--- src/rtl/sum_mult_arb_pkg.sv ---
// ============================================================================
// Module   : sum_mult_arb_pkg
// Purpose  : Shared widths, opcodes and FSM state type for sum_mult_arbiter.
// Revision : 1.0  initial release
// ============================================================================
`default_nettype none

package sum_mult_arb_pkg;

   localparam int   DATA_W  = 16;
   localparam int   CNT_W   = 4;
   localparam logic OP_SUM  = 1'b0;
   localparam logic OP_MULT = 1'b1;

   typedef enum logic [1:0] {
      IDLE = 2'd0,
      WAIT = 2'd1,
      RESP = 2'd2
   } state_e;

   function automatic logic [1:0] idx_to_onehot(input logic idx);
      return idx ? 2'b10 : 2'b01;
   endfunction

endpackage : sum_mult_arb_pkg

`default_nettype wire

--- src/rtl/sum_mult_arbiter_if.sv ---
// ============================================================================
// Module   : sum_mult_arbiter_if
// Purpose  : Request/response bundle between two requesters and the arbiter.
// Revision : 1.0  initial release
// ============================================================================
`default_nettype none

interface sum_mult_arbiter_if;
   import sum_mult_arb_pkg::*;

   logic [1:0]        req_valid;
   logic [1:0]        req_ready;
   logic [DATA_W-1:0] req0_a;
   logic [DATA_W-1:0] req0_b;
   logic [DATA_W-1:0] req1_a;
   logic [DATA_W-1:0] req1_b;
   logic [1:0]        req_op;
   logic              rsp_valid;
   logic              rsp_ready;
   logic              rsp_id;
   logic [DATA_W-1:0] rsp_data;

   modport master (
      output req_valid, req0_a, req0_b, req1_a, req1_b, req_op, rsp_ready,
      input  req_ready, rsp_valid, rsp_id, rsp_data
   );

   modport slave (
      input  req_valid, req0_a, req0_b, req1_a, req1_b, req_op, rsp_ready,
      output req_ready, rsp_valid, rsp_id, rsp_data
   );

endinterface : sum_mult_arbiter_if

`default_nettype wire

--- src/rtl/sum_mult_arbiter_rr_arbiter2.sv ---
// ============================================================================
// Module   : rr_arbiter2
// Purpose  : Two-way round-robin grant with a registered priority pointer.
// Revision : 1.0  initial release
// ============================================================================
`default_nettype none

module rr_arbiter2
   import sum_mult_arb_pkg::*;
(
   input  logic       clk,
   input  logic       rst_n,
   input  logic [1:0] req,
   input  logic       advance,
   output logic [1:0] grant,
   output logic       grant_idx
);

   // prio_q names the requester that wins a tie; 0 out of reset
   logic prio_q;
   logic prio_d;

   always_comb begin
      grant_idx = 1'b0;
      case (req)
         2'b01:   grant_idx = 1'b0;
         2'b10:   grant_idx = 1'b1;
         2'b11:   grant_idx = prio_q;
         default: grant_idx = 1'b0;
      endcase
      grant  = (req == 2'b00) ? 2'b00 : idx_to_onehot(grant_idx);
      prio_d = advance ? ~grant_idx : prio_q;
   end

   always_ff @(posedge clk or negedge rst_n) begin
      if (!rst_n) begin
         prio_q <= 1'b0;
      end else begin
         prio_q <= prio_d;
      end
   end

endmodule : rr_arbiter2

`default_nettype wire

--- src/rtl/sum_mult_arbiter.sv ---
// ============================================================================
// Module   : sum_mult_arbiter
// Purpose  : Arbitrates two requesters onto one shared sum/multiply unit.
//            Optional per-requester grant counters: SUM_MULT_ARB_STATS_EN.
// Revision : 1.0  initial release
// ============================================================================
`default_nettype none

module sum_mult_arbiter
   import sum_mult_arb_pkg::*;
#(
   parameter int ALU_LATENCY = 1
) (
   input  logic              clk,
   input  logic              rst_n,
   sum_mult_arbiter_if.slave bus,
   output logic [DATA_W-1:0] alu_a,
   output logic [DATA_W-1:0] alu_b,
   output logic              alu_op,
   input  logic [DATA_W-1:0] alu_out,
   output logic              busy
`ifdef SUM_MULT_ARB_STATS_EN
   ,
   output logic [DATA_W-1:0] grant_cnt0,
   output logic [DATA_W-1:0] grant_cnt1
`endif
);

   state_e            state_q,     state_d;
   logic [CNT_W-1:0]  cnt_q,       cnt_d;
   logic [DATA_W-1:0] alu_a_q,     alu_a_d;
   logic [DATA_W-1:0] alu_b_q,     alu_b_d;
   logic              alu_op_q,    alu_op_d;
   logic              rsp_valid_q, rsp_valid_d;
   logic              rsp_id_q,    rsp_id_d;
   logic [DATA_W-1:0] rsp_data_q,  rsp_data_d;
   logic              busy_q,      busy_d;

   logic [1:0] grant;
   logic       grant_idx;
   logic       hs;

   assign hs = (state_q == IDLE) && (bus.req_valid != 2'b00);

   rr_arbiter2 u_rr_arbiter2 (
      .clk       (clk),
      .rst_n     (rst_n),
      .req       (bus.req_valid),
      .advance   (hs),
      .grant     (grant),
      .grant_idx (grant_idx)
   );

   always_comb begin
      state_d     = state_q;
      cnt_d       = cnt_q;
      alu_a_d     = alu_a_q;
      alu_b_d     = alu_b_q;
      alu_op_d    = alu_op_q;
      rsp_valid_d = rsp_valid_q;
      rsp_id_d    = rsp_id_q;
      rsp_data_d  = rsp_data_q;
      busy_d      = busy_q;
      case (state_q)
         IDLE: begin
            if (hs) begin
               alu_a_d  = grant_idx ? bus.req1_a : bus.req0_a;
               alu_b_d  = grant_idx ? bus.req1_b : bus.req0_b;
               alu_op_d = bus.req_op[grant_idx];
               rsp_id_d = grant_idx;
               cnt_d    = CNT_W'(ALU_LATENCY);
               state_d  = WAIT;
               busy_d   = 1'b1;
            end
         end
         WAIT: begin
            // Counter runs out one edge after the unit's latency so the
            // capture sees the result the unit produced on that last edge.
            if (cnt_q == '0) begin
               rsp_data_d  = alu_out;
               rsp_valid_d = 1'b1;
               state_d     = RESP;
            end else begin
               cnt_d = cnt_q - 1'b1;
            end
         end
         RESP: begin
            if (bus.rsp_ready) begin
               rsp_valid_d = 1'b0;
               busy_d      = 1'b0;
               state_d     = IDLE;
            end
         end
         default: begin
            state_d     = IDLE;
            rsp_valid_d = 1'b0;
            busy_d      = 1'b0;
         end
      endcase
   end

   always_ff @(posedge clk or negedge rst_n) begin
      if (!rst_n) begin
         state_q     <= IDLE;
         cnt_q       <= '0;
         alu_a_q     <= '0;
         alu_b_q     <= '0;
         alu_op_q    <= 1'b0;
         rsp_valid_q <= 1'b0;
         rsp_id_q    <= 1'b0;
         rsp_data_q  <= '0;
         busy_q      <= 1'b0;
      end else begin
         state_q     <= state_d;
         cnt_q       <= cnt_d;
         alu_a_q     <= alu_a_d;
         alu_b_q     <= alu_b_d;
         alu_op_q    <= alu_op_d;
         rsp_valid_q <= rsp_valid_d;
         rsp_id_q    <= rsp_id_d;
         rsp_data_q  <= rsp_data_d;
         busy_q      <= busy_d;
      end
   end

   assign bus.req_ready = (state_q == IDLE) ? grant : 2'b00;
   assign bus.rsp_valid = rsp_valid_q;
   assign bus.rsp_id    = rsp_id_q;
   assign bus.rsp_data  = rsp_data_q;
   assign alu_a         = alu_a_q;
   assign alu_b         = alu_b_q;
   assign alu_op        = alu_op_q;
   assign busy          = busy_q;

`ifdef SUM_MULT_ARB_STATS_EN
   logic [DATA_W-1:0] grant_cnt0_q, grant_cnt0_d;
   logic [DATA_W-1:0] grant_cnt1_q, grant_cnt1_d;

   always_comb begin
      grant_cnt0_d = grant_cnt0_q;
      grant_cnt1_d = grant_cnt1_q;
      if (hs && !grant_idx && (grant_cnt0_q != '1)) begin
         grant_cnt0_d = grant_cnt0_q + 1'b1;
      end
      if (hs && grant_idx && (grant_cnt1_q != '1)) begin
         grant_cnt1_d = grant_cnt1_q + 1'b1;
      end
   end

   always_ff @(posedge clk or negedge rst_n) begin
      if (!rst_n) begin
         grant_cnt0_q <= '0;
         grant_cnt1_q <= '0;
      end else begin
         grant_cnt0_q <= grant_cnt0_d;
         grant_cnt1_q <= grant_cnt1_d;
      end
   end

   assign grant_cnt0 = grant_cnt0_q;
   assign grant_cnt1 = grant_cnt1_q;
`endif

endmodule : sum_mult_arbiter

`default_nettype wire
--- src/flat_wrapper.sv ---
// flat-port wrapper written by rule: the top's interface ports become plain ports
module sum_mult_arbiter_flat import sum_mult_arb_pkg::*;
#(
   parameter int ALU_LATENCY = 1
)
  (clk, rst_n, alu_a, alu_b, alu_op, alu_out, busy, bus_req_valid, bus_req0_a, bus_req0_b, bus_req1_a, bus_req1_b, bus_req_op, bus_rsp_ready, bus_req_ready, bus_rsp_valid, bus_rsp_id, bus_rsp_data);
  sum_mult_arbiter_if bus_i ();
  input  logic clk;
  input  logic rst_n;
  output logic [DATA_W-1:0] alu_a;
  output logic [DATA_W-1:0] alu_b;
  output logic alu_op;
  input  logic [DATA_W-1:0] alu_out;
  output logic busy;
  input wire logic [$bits(bus_i.req_valid)-1:0] bus_req_valid;
  input wire logic [$bits(bus_i.req0_a)-1:0] bus_req0_a;
  input wire logic [$bits(bus_i.req0_b)-1:0] bus_req0_b;
  input wire logic [$bits(bus_i.req1_a)-1:0] bus_req1_a;
  input wire logic [$bits(bus_i.req1_b)-1:0] bus_req1_b;
  input wire logic [$bits(bus_i.req_op)-1:0] bus_req_op;
  input wire logic [$bits(bus_i.rsp_ready)-1:0] bus_rsp_ready;
  output wire logic [$bits(bus_i.req_ready)-1:0] bus_req_ready;
  output wire logic [$bits(bus_i.rsp_valid)-1:0] bus_rsp_valid;
  output wire logic [$bits(bus_i.rsp_id)-1:0] bus_rsp_id;
  output wire logic [$bits(bus_i.rsp_data)-1:0] bus_rsp_data;
  assign bus_i.req_valid = bus_req_valid;
  assign bus_i.req0_a = bus_req0_a;
  assign bus_i.req0_b = bus_req0_b;
  assign bus_i.req1_a = bus_req1_a;
  assign bus_i.req1_b = bus_req1_b;
  assign bus_i.req_op = bus_req_op;
  assign bus_i.rsp_ready = bus_rsp_ready;
  assign bus_req_ready = bus_i.req_ready;
  assign bus_rsp_valid = bus_i.rsp_valid;
  assign bus_rsp_id = bus_i.rsp_id;
  assign bus_rsp_data = bus_i.rsp_data;
  sum_mult_arbiter #(.ALU_LATENCY(ALU_LATENCY)) u_core (.clk(clk), .rst_n(rst_n), .bus(bus_i), .alu_a(alu_a), .alu_b(alu_b), .alu_op(alu_op), .alu_out(alu_out), .busy(busy));
endmodule
--- config.mk ---
export PLATFORM = sky130hd
export DESIGN_NAME = sum_mult_arbiter_flat
export DESIGN_NICKNAME = d
export VERILOG_FILES = /design/src/rtl/sum_mult_arb_pkg.sv /design/src/rtl/sum_mult_arbiter_if.sv /design/src/rtl/sum_mult_arbiter_rr_arbiter2.sv /design/src/rtl/sum_mult_arbiter.sv /design/src/flat_wrapper.sv
export SDC_FILE = /design/constraint.sdc
export NUM_CORES = 1
export LEC_CHECK = 0
export CAP_MARGIN = 25
export CORE_MARGIN = 4
export CORE_UTILIZATION = 42
export DETAILED_ROUTE_END_ITERATION = 10
export PLACE_DENSITY = 0.83
export SETUP_SLACK_MARGIN = 0.3
export SLEW_MARGIN = 10
export SYNTH_ARGS = -nofsm -noshare
export SYNTH_HDL_FRONTEND = slang
export SYNTH_SLANG_ARGS = --single-unit
export TNS_END_PERCENT = 20
--- constraint.sdc ---
create_clock -name clk -period 2.6 [get_ports clk]
set_input_delay 0.78 -clock clk [delete_from_list [all_inputs] [get_ports clk]]
set_output_delay 0.78 -clock clk [all_outputs]
set_load 0.02 [all_outputs]
==> run metrics <==
clock share of power=0.148; Post-synth EDFFs=0; Mapped Nets=314; nets=about 460; Avg WL per Cell=17.4 um; Core ar.=approximately 6000 um2; Die H=87.0 um; Core Rows=28; Congestion Overflow GR=0; initial cell density of the core=0.438; CTS Sinks=between 50 and 60; synth-to-layout area growth=67.2%; clk_skew=9.32 ps; met3 wire len=between 500 and 600 um; Area after DPL=approximately 4200 um2; DR WL met2=4.26 mm; clk_lat worst skew=320 ps; minimum hold slack=449 ps; top_reg_cell synth=dfrtp_1; Worst Path Required=1820 ps; cts bufs inserted=9; FFs w/ async S/R, synth=1.00; first-pass GRT wire length=12.5 mm; Mapped Cells=226; number of global-route vias before repair=between 2,000 and 3,000; # setup viols final=0; Leak Pwr=1.84 nW; synthesized area=2620 um2; ant diodes=0; die area=7580 um2; Total GRT Usage=0.212; highest layer used for signal routing=met4; Port Buffers=140; Yosys cell types=30; largest net degree at the start of global routing=60; CP arrival=roughly 1500 ps; CTS tree=built; chip width=87.0 um; Pwr per Cell Area=1210 nW/um2; Max-Cap Viols=0; Vias/cell=5.44; Final Slew Violations=0; initial antenna violation count=0; Int Power=0.00327 W; maximum buffer depth of the clock tree=2; H-tree depth=3; Total Power=0.00530 W; final hold violations=0; sw power=0.00203 W; Vias=2,482; share of layout cells above drive strength 1=0.131; Hold Crit Class=in -> async; Metal-1 WL=approximately 3.0 mm; register bit total from synthesis=59; hpwl dp=approximately 5.8 mm; 1st-pass router iterations=4; placer congestion estimate=0.802; Critical Path Source Type=primary input; RSZ-0062 raised after global routing=no; Final ANT Viol Nets=0; maximum fanout along the worst path=3; Final Routed Wirelength=between 7 and 8 mm; DRC Markers=0; fin crit period=between 2000 and 2500 ps; max_slew headroom=0.614; Finished Cell Area=4390 um2; Syn Area/Cell=11.6 um2; register area share after synthesis=0.563; Fill cells=447; actual slew at the worst max-slew pin=573 ps; final core utilization=0.732; Clock Pin Slew Worst Setup and Hold Paths=70 ps; Ys Warns=0; I/O pins=~140; CTS Root Cell=clkbuf_8; Reg power frac=0.309; DRT iter0 DRCs=167; Peak VDD IR=around 0.62 mV; Max Freq=439 MHz; sw frac=0.383; Worst setup EP type=primary output; CP Class=in -> out; status=finished, final reports clean; Comb power frac=0.542; crit share post-route=0.876
-- cells in the final DEF (no fill, tap or decap), types with 6 or more instances in the layout --
cell type        Yosys  final
a21boi_0            20     20
a21oi_1             14     14
a221o_1             20     20
a31oi_1             13     13
buf_4                0     16
clkbuf_8             0     13
clkdlybuf4s50_1      0    135
dfrtp_1             59     59
mux2_1               8      8
mux2_2               8      8
nand2_1              6      6
nand3_1             15     15
o21ai_0             16     16
-- synthesized netlist by cell type, types with 2 or more instances --
cell / instances / area share
a21boi_0: 20 / 0.057
a31oi_1: 13 / 0.031
nand2b_1: 3 / 0.0072
or2_2: 2 / 0.0048
a21oi_1: 14 / 0.027
a21o_1: 4 / 0.011
clkbuf_1: 11 / 0.016
a221o_1: 20 / 0.076
nand2_1: 6 / 0.0086
mux2i_1: 2 / 0.0076
dfrtp_1: 59 / 0.56
nand3_1: 15 / 0.029
nor2_1: 4 / 0.0057
mux2_2: 8 / 0.034
inv_1: 3 / 0.0043
nor2b_1: 2 / 0.0048
buf_2: 5 / 0.0095
o21ai_0: 16 / 0.031
mux2_1: 8 / 0.034
-- power groups by stage --
stage / combinational, W / sequential, W / clock (W)
6_report: 0.00287 / 0.00164 / 0.000786
5_1_grt: 0.00308 / 0.00170 / 0.000847
4_1_cts: 0.00288 / 0.00164 / 0.000799
3_5_place_dp: 0.00286 / 0.00164 / 0
3_3_place_gp: 0.00279 / 0.00162 / 0
2_1_floorplan: 0.00105 / 0.00212 / 0
-- state kept, by name, summed over array words and instances, names as in the netlist --
signal and cells:
u_core.bus.rsp_valid 1, u_core.busy 1, u_core.bus.rsp_id 1, u_core.state_q 2, u_core.bus.rsp_data 16, u_core.alu_op 1, u_core.cnt_q 4, u_core.alu_b 16
u_core.u_rr_arbiter2.prio_q 1, u_core.alu_a 16
-- worst max-delay path, cell delays in order --
cell           delay [ps]
dlygate4sd2_1         250
nor2b_4               140
nor3_4                140
buf_4                 180
-- metrics by stage --
step / setup TNS, ps / setup WS (ps) / std cells
after floorplan: 0 / 321 / 226
after global placement: -853 / -443 / 439
after detailed placement: -881 / -465 / 439
after CTS: 0 / 249 / 456
after global routing: 0 / 291 / 456
final: 0 / 323 / 456
-- logic make-up (layout without fill, tap and decap cells) --
kind of cell,count (synthesis),count (layout),share of synthesized area
adders and majority gates,1,1,0.00477
and+or+nand+nor,38,38,0.0806
AOI/OAI and AO/OA,89,89,0.240
DFF,59,59,0.563
buffers and inverters,21,176,0.0358
muxes,18,18,0.0763
-- final timing paths --
check	startpoint	to	cells past startpoint	slack, ps
max in group asynchronous	rst_n	u_core.state_q[0]	2	1870
max	bus_req_valid[0]	bus_req_ready[1]	4	320
min	rst_n	u_core.bus.rsp_data[1]	2	450
max reg2reg	u_core.state_q[1]	u_core.bus.rsp_data[13]	5	930
min reg2reg	u_core.bus.rsp_valid	u_core.bus.rsp_valid	1	480
min in group clk	u_core.bus.rsp_valid	u_core.bus.rsp_valid	1	480
-- layout make-up --
type | instances | area [um2] | share of cell area
Timing Repair Buffer | 157 | 1540 | 0.351
Sequential cell | 59 | 1480 | 0.337
Multi-Input combinational cell | 146 | 1070 | 0.244
Clock buffer | 15 | 186 | 0.0425
Tap cell | 75 | 93.8 | 0.0214
Inverter | 3 | 11.3 | 0.00257
Clock inverter | 1 | 5.00 | 0.00114
-- timing repair --
| item | 4_1_cts | 5_1_grt |
|---|---|---|
| gates resized for setup | 13 | 6 |
| hold buffers | 0 | 0 |
| setup buffers | 1 | 0 |
| cloned | 0 | 0 |
| pin swaps | 1 | 0 |
| endpoints found under the setup margin | 2 | 2 |
-- routing by layer --
metal,global-route usage,vias up
li1,-,1159
met1,0.257,1218
met2,0.370,97
met3,0.0558,8
met4,0.0609,0
met5,0,-
(Power assumes the default switching activity.)
